<file path="config.mk">
export PLATFORM = sky130hd
export DESIGN_NAME = ad_wb_arbiter
export DESIGN_NICKNAME = d
export VERILOG_FILES = /design/src/rtl/ad_wb_arbiter.sv
export SDC_FILE = /design/constraint.sdc
export NUM_CORES = 1
export LEC_CHECK = 0
export ABC_AREA = 0
export BUFFER_PORTS_ARGS = -buffer_cell sky130_fd_sc_hd__buf_4
export CAP_MARGIN = 10
export CORE_ASPECT_RATIO = 0.5
export CORE_UTILIZATION = 40
export CTS_CLUSTER_DIAMETER = 150
export CTS_CLUSTER_SIZE = 25
export DETAILED_ROUTE_END_ITERATION = 6
export PLACE_DENSITY_LB_ADDON = 0.2
export SKIP_CTS_REPAIR_TIMING = 1
export SLEW_MARGIN = 10
export SYNTH_ARGS = -nofsm -noshare
export SYNTH_HDL_FRONTEND = slang
export SYNTH_SLANG_ARGS = --single-unit
</file>
<file path="constraint.sdc">
create_clock -name clk_i -period 12.3 [get_ports clk_i]
set_input_delay 1.23 -clock clk_i [delete_from_list [all_inputs] [get_ports clk_i]]
set_output_delay 1.23 -clock clk_i [all_outputs]
set_load 0.03 [all_outputs]
</file>
<file path="src/rtl/ad_wb_arbiter.sv">
// Writeback arbiter: merges EX results and in-order load responses onto the
// single regfile write port, and flags ID hazards on pending destinations.
module ad_wb_arbiter #(
  parameter int unsigned REG_DATA_WIDTH     = 32,
  parameter int unsigned REGFILE_ADDR_WIDTH = 5,
  parameter int unsigned EX_FIFO_DEPTH      = 2,
  parameter int unsigned LD_PEND_DEPTH      = 4
) (
  input  logic                          clk_i,
  input  logic                          reset_i,
  input  logic                          ex_valid_i,
  output logic                          ex_ready_o,
  input  logic [REGFILE_ADDR_WIDTH-1:0] ex_rd_addr_i,
  input  logic [REG_DATA_WIDTH-1:0]     ex_data_i,
  input  logic                          ld_issue_valid_i,
  output logic                          ld_issue_ready_o,
  input  logic [REGFILE_ADDR_WIDTH-1:0] ld_issue_rd_i,
  input  logic                          ld_rsp_valid_i,
  input  logic [REG_DATA_WIDTH-1:0]     ld_rsp_data_i,
  input  logic [REGFILE_ADDR_WIDTH-1:0] id_rs1_addr_i,
  input  logic [REGFILE_ADDR_WIDTH-1:0] id_rs2_addr_i,
  input  logic [REGFILE_ADDR_WIDTH-1:0] id_rd_addr_i,
  output logic                          hazard_o,
  output logic [REGFILE_ADDR_WIDTH-1:0] rd_addr_o,
  output logic [REG_DATA_WIDTH-1:0]     rd_wr_data_o,
  output logic                          rd_wr_en_o,
  output logic                          ld_err_o
);

  localparam int unsigned EX_AW = $clog2(EX_FIFO_DEPTH);
  localparam int unsigned LD_AW = $clog2(LD_PEND_DEPTH);

  // EX skid FIFO storage and pointers (extra MSB distinguishes full from empty)
  logic [REGFILE_ADDR_WIDTH-1:0] ex_rd_mem   [EX_FIFO_DEPTH];
  logic [REG_DATA_WIDTH-1:0]     ex_data_mem [EX_FIFO_DEPTH];
  logic [EX_AW:0]                ex_wr_ptr;
  logic [EX_AW:0]                ex_rd_ptr;
  logic [EX_AW:0]                ex_count;
  logic                          ex_empty;
  logic                          ex_full;
  logic [EX_FIFO_DEPTH-1:0]      ex_entry_vld;

  // Pending-load table storage and pointers
  logic [REGFILE_ADDR_WIDTH-1:0] ld_rd_mem [LD_PEND_DEPTH];
  logic [LD_AW:0]                ld_wr_ptr;
  logic [LD_AW:0]                ld_rd_ptr;
  logic [LD_AW:0]                ld_count;
  logic                          ld_empty;
  logic                          ld_full;
  logic [LD_PEND_DEPTH-1:0]      ld_entry_vld;

  // Handshake and arbitration decisions
  logic ex_fire;
  logic ex_bypass;
  logic ex_push;
  logic ex_pop;
  logic ld_pop;
  logic ld_push;

  logic                          sel_valid;
  logic [REGFILE_ADDR_WIDTH-1:0] sel_rd;
  logic [REG_DATA_WIDTH-1:0]     sel_data;

  assign ex_count = ex_wr_ptr - ex_rd_ptr;
  assign ex_empty = (ex_count == '0);
  assign ex_full  = (ex_count == (EX_AW+1)'(EX_FIFO_DEPTH));

  assign ld_count = ld_wr_ptr - ld_rd_ptr;
  assign ld_empty = (ld_count == '0);
  assign ld_full  = (ld_count == (LD_AW+1)'(LD_PEND_DEPTH));

  assign ex_ready_o       = !ex_full;
  assign ld_issue_ready_o = !ld_full;

  // Load responses win; EX bypasses only when nothing older is waiting.
  assign ld_pop    = ld_rsp_valid_i && !ld_empty;
  assign ex_fire   = ex_valid_i && !ex_full;
  assign ex_pop    = !ld_pop && !ex_empty;
  assign ex_bypass = !ld_pop && ex_empty && ex_fire;
  assign ex_push   = ex_fire && !ex_bypass;
  // A full table still accepts an issue when the head retires this cycle.
  assign ld_push   = ld_issue_valid_i && (!ld_full || ld_pop);

  // Occupancy mask: entry i is live when its distance from the read pointer is below the count
  always_comb begin
    ex_entry_vld = '0;
    for (int i = 0; i < EX_FIFO_DEPTH; i++) begin
      ex_entry_vld[i] = ({1'b0, EX_AW'(i) - ex_rd_ptr[EX_AW-1:0]} < ex_count);
    end
    ld_entry_vld = '0;
    for (int i = 0; i < LD_PEND_DEPTH; i++) begin
      ld_entry_vld[i] = ({1'b0, LD_AW'(i) - ld_rd_ptr[LD_AW-1:0]} < ld_count);
    end
  end

  // Hazard: sources vs. all buffered destinations, ID rd vs. pending loads only
  always_comb begin
    hazard_o = 1'b0;
    for (int i = 0; i < LD_PEND_DEPTH; i++) begin
      if (ld_entry_vld[i] && (ld_rd_mem[i] != '0) &&
          ((ld_rd_mem[i] == id_rs1_addr_i) || (ld_rd_mem[i] == id_rs2_addr_i) ||
           (ld_rd_mem[i] == id_rd_addr_i))) begin
        hazard_o = 1'b1;
      end
    end
    for (int i = 0; i < EX_FIFO_DEPTH; i++) begin
      if (ex_entry_vld[i] && (ex_rd_mem[i] != '0) &&
          ((ex_rd_mem[i] == id_rs1_addr_i) || (ex_rd_mem[i] == id_rs2_addr_i))) begin
        hazard_o = 1'b1;
      end
    end
  end

  // Write-port winner for this cycle
  always_comb begin
    sel_valid = 1'b0;
    sel_rd    = '0;
    sel_data  = '0;
    if (ld_pop) begin
      sel_valid = 1'b1;
      sel_rd    = ld_rd_mem[ld_rd_ptr[LD_AW-1:0]];
      sel_data  = ld_rsp_data_i;
    end else if (ex_pop) begin
      sel_valid = 1'b1;
      sel_rd    = ex_rd_mem[ex_rd_ptr[EX_AW-1:0]];
      sel_data  = ex_data_mem[ex_rd_ptr[EX_AW-1:0]];
    end else if (ex_bypass) begin
      sel_valid = 1'b1;
      sel_rd    = ex_rd_addr_i;
      sel_data  = ex_data_i;
    end
  end

  // Queue payload storage; validity lives in the pointers so no reset needed
  always_ff @(posedge clk_i) begin
    if (ex_push) begin
      ex_rd_mem[ex_wr_ptr[EX_AW-1:0]]   <= ex_rd_addr_i;
      ex_data_mem[ex_wr_ptr[EX_AW-1:0]] <= ex_data_i;
    end
    if (ld_push) begin
      ld_rd_mem[ld_wr_ptr[LD_AW-1:0]] <= ld_issue_rd_i;
    end
  end

  // Pointers, registered write port and sticky error flag
  always_ff @(posedge clk_i or posedge reset_i) begin
    if (reset_i) begin
      ex_wr_ptr    <= '0;
      ex_rd_ptr    <= '0;
      ld_wr_ptr    <= '0;
      ld_rd_ptr    <= '0;
      rd_addr_o    <= '0;
      rd_wr_data_o <= '0;
      rd_wr_en_o   <= 1'b0;
      ld_err_o     <= 1'b0;
    end else begin
      if (ex_push) ex_wr_ptr <= ex_wr_ptr + (EX_AW+1)'(1);
      if (ex_pop)  ex_rd_ptr <= ex_rd_ptr + (EX_AW+1)'(1);
      if (ld_push) ld_wr_ptr <= ld_wr_ptr + (LD_AW+1)'(1);
      if (ld_pop)  ld_rd_ptr <= ld_rd_ptr + (LD_AW+1)'(1);
      // x0 writes are suppressed; the regfile hardwires x0 anyway
      rd_wr_en_o <= sel_valid && (sel_rd != '0);
      if (sel_valid) begin
        rd_addr_o    <= sel_rd;
        rd_wr_data_o <= sel_data;
      end
      if (ld_rsp_valid_i && ld_empty) ld_err_o <= 1'b1;
    end
  end

endmodule

</file>
==> qor.yml <==
maxSlewHeadroom: 0.356
viasPerCell: 5.16
start_util: 0.410
synth_xor_area_frac: 0.112
drtIter0Drc: 191
syn_area_per_cell_sq_um: 12.4
fin_crit_ns: 4.34
nNetsFinal: 805
die_h_um: 96.6
num_vias: 4868
final_common_cell: "buf_4"
drtPass1Iterations: 4
power_frac_comb: 0.490
cp.required_ns: 11.07
synth_compound_area_frac: 0.0942
power.share.switching: 0.409
cts_max_level: 4
period_share: 0.353
power.density_cell_area_mw_per_mm2: 295
finalSetupViolCount: 0
final_max_slew_viol_count: 0
clock_sinks: 143
rsz0062_at_grt: "false"
crit_type: "reg2out"
start_kind: "flip-flop"
p_int_mw: 1.55
numPortBuffers: 135
core_area_sq_mm: 0.0174
yosys.area_share.simple: 0.0885
final_util: 0.511
grt_overflow: 0
cts_tree: "built"
async_reset_ff_frac: 0.343
antenna_found_initial: 0
slowest_delay_ns: 0.66
synth_edf_count: 94
netlist_area_sq_mm: 0.00716
wl_mm: 17.2
status: "finished, final reports clean"
worst_pin_slew_ns: 0.965
clk_latency_ns: 0.41
io_pins: 136
synth_seq_cells: 143
fmax_mhz: 230
final_cell_mix: "buf_4, edfxtp_1, nor2_1"
synth_top_family_by_area: "XOR/XNOR gates"
synth_warnings: 0
synthDistinctLibCells: 37
slowest_stage: "fa_1"
chipWidth_um: 191
cp.arrival_ns: 3.11
drc_errors: 0
yosysSeqAreaShare: 0.566
grt_util_all_layers: 0.192
synthAdderAreaFrac: 0.0273
p_seq_frac: 0.317
antenna_cells: 0
synth_flop_cell: "edfxtp_1"
hold_class: "reg2reg"
dpl.hpwl_mm: 11.6
grt_max_degree: 71
clk_pin_slew_ns: 0.06
fp.dieArea_sq_mm: 0.0185
critPathMaxFanout: 7
cap_violations: 0
switchingPower_mw: 1.08
syn_nets: 686
setup_tns_ns: 0
cts_buffers: 17
grt_first_pass_wirelength_mm: 26.4
rows: 34
detail-route-antenna-nets: 0
synthMuxAreaShare: 0.0781
first_global_vias: 4788
root_buffer: "clkbuf_16"
hold_viol_final: 0
place_congestion: 0.877
synth_cells: 577
area_delta_synth_final_pct: 24.5
cp-end-kind: "output pin"
cp_num_buf_inv: 2
skew_ns: 0.0126
clk_path_buf_depth: 2
cp_top_family: "adder cells"
total_power_mw: 2.63
pwr-share-clk: 0.193
p_leak_nw: 3.64
wl_per_cell_um: 18.2
drive_gt1_frac: 0.267
crit_chain: "inv_1 -> ha_1 -> fa_1 -> ha_1 -> nor2b_1 -> o21ai_0 -> o21ai_0 -> a31oi_1 -> nor3_1 -> nand4_1 -> buf_4"
ir_drop_v: 0.000203
state kept, by name (all words and copies together) (netlist names), 2 cells and up:
register and cells:
ex_data_mem 64, rd_wr_data_o 32, ld_rd_mem 20, ex_rd_mem 10, rd_addr_o 5, ld_rd_ptr 3
ld_wr_ptr 3, ex_rd_ptr 2, ex_wr_ptr 2
power by group through the flow:
stage	Sequential, mW	Clock (mW)	Combinational (mW)
2_1_floorplan	0.937	0	0.845
3_3_place_gp	0.839	0	1.29
3_5_place_dp	0.843	0	1.30
4_1_cts	0.836	0.517	1.31
5_1_grt	0.854	0.537	1.44
6_report	0.835	0.507	1.29
path summary, 6_finish.rpt:
check / startpoint / slack (ns) / end / depth (start not counted)
max in group asynchronous: reset_i / 10.82 / ex_rd_ptr[0] / 3
min: rd_addr_o[2] / 0.48 / rd_addr_o[2] / 1
min reg2reg: rd_addr_o[2] / 0.48 / rd_addr_o[2] / 1
min in group asynchronous: reset_i / 1.00 / ld_wr_ptr[1] / 3
max reg2reg: ex_rd_ptr[0] / 8.69 / rd_wr_en_o / 10
max: ld_wr_ptr[0] / 7.96 / hazard_o / 11
cells in the mapped netlist, types with 7 or more instances:
library cell	n	area, sq um
o21ai_0	12	60.1
a31oi_1	33	206
dfrtp_1	49	1230
nor3_1	18	90.1
nand2_1	7	26.3
clkbuf_1	28	105
nand3_1	24	120
ha_1	14	175
mux2i_1	39	390
xnor2_1	39	342
xor2_1	50	438
inv_1	14	52.6
edfxtp_1	94	2820
buf_2	8	40.0
a221o_1	32	320
nor2_1	72	270
layout make-up:
cell class / instances / area (sq um)
clock inverter: 11 / 101
sequential: 143 / 4050
fill: 1574 / 8530
clock buffer: 21 / 483
timing repair buffer: 140 / 1050
inverter: 14 / 52.6
multi-input combinational: 380 / 2880
tap: 234 / 293
cells by family (layout without fill, tap and decap cells):
kind of cell	count (synthesis)	after routing
buffers and inverters	54	186
XOR/XNOR	90	90
flip-flops	143	143
multiplexers	49	49
AND/OR/NAND/NOR	137	137
adder cells (fa/ha/maj)	15	15
AO/OA/AOI/OAI	89	89
metal layers:
| metal | vias up | wire (um) | global-route usage |
|---|---|---|---|
| li1 | 2362 | - | - |
| met1 | 2389 | 7900 | 0.251 |
| met2 | 113 | 8410 | 0.323 |
| met3 | 4 | 811 | 0.0466 |
| met4 | 0 | 67 | 0.0456 |
| met5 | - | 0 | 0 |
worst register-to-register path, stage by stage, from the launching register on:
cell and delay (ns):
dfrtp_2 0.33, buf_4 0.57, ha_1 0.27, inv_1 0.04, ha_1 0.35, nor2b_4 0.53
buf_4 0.53, o21ai_0 0.18, mux2_2 0.29, nor4_1 0.32, nand2_1 0.09
metrics by stage:
stage          instance area [sq um]  hold WS, ns  setup WS (ns)  instances
2_1_floorplan                   7160        0.443           8.38        577
3_3_place_gp                    8330        0.468           8.51        911
3_5_place_dp                    8330        0.466           8.41        911
4_1_cts                         8910        0.487           7.95        943
5_1_grt                         8910        0.508           7.79        943
6_report                        8910        0.483           7.96        943
(Power assumes the default switching activity.)
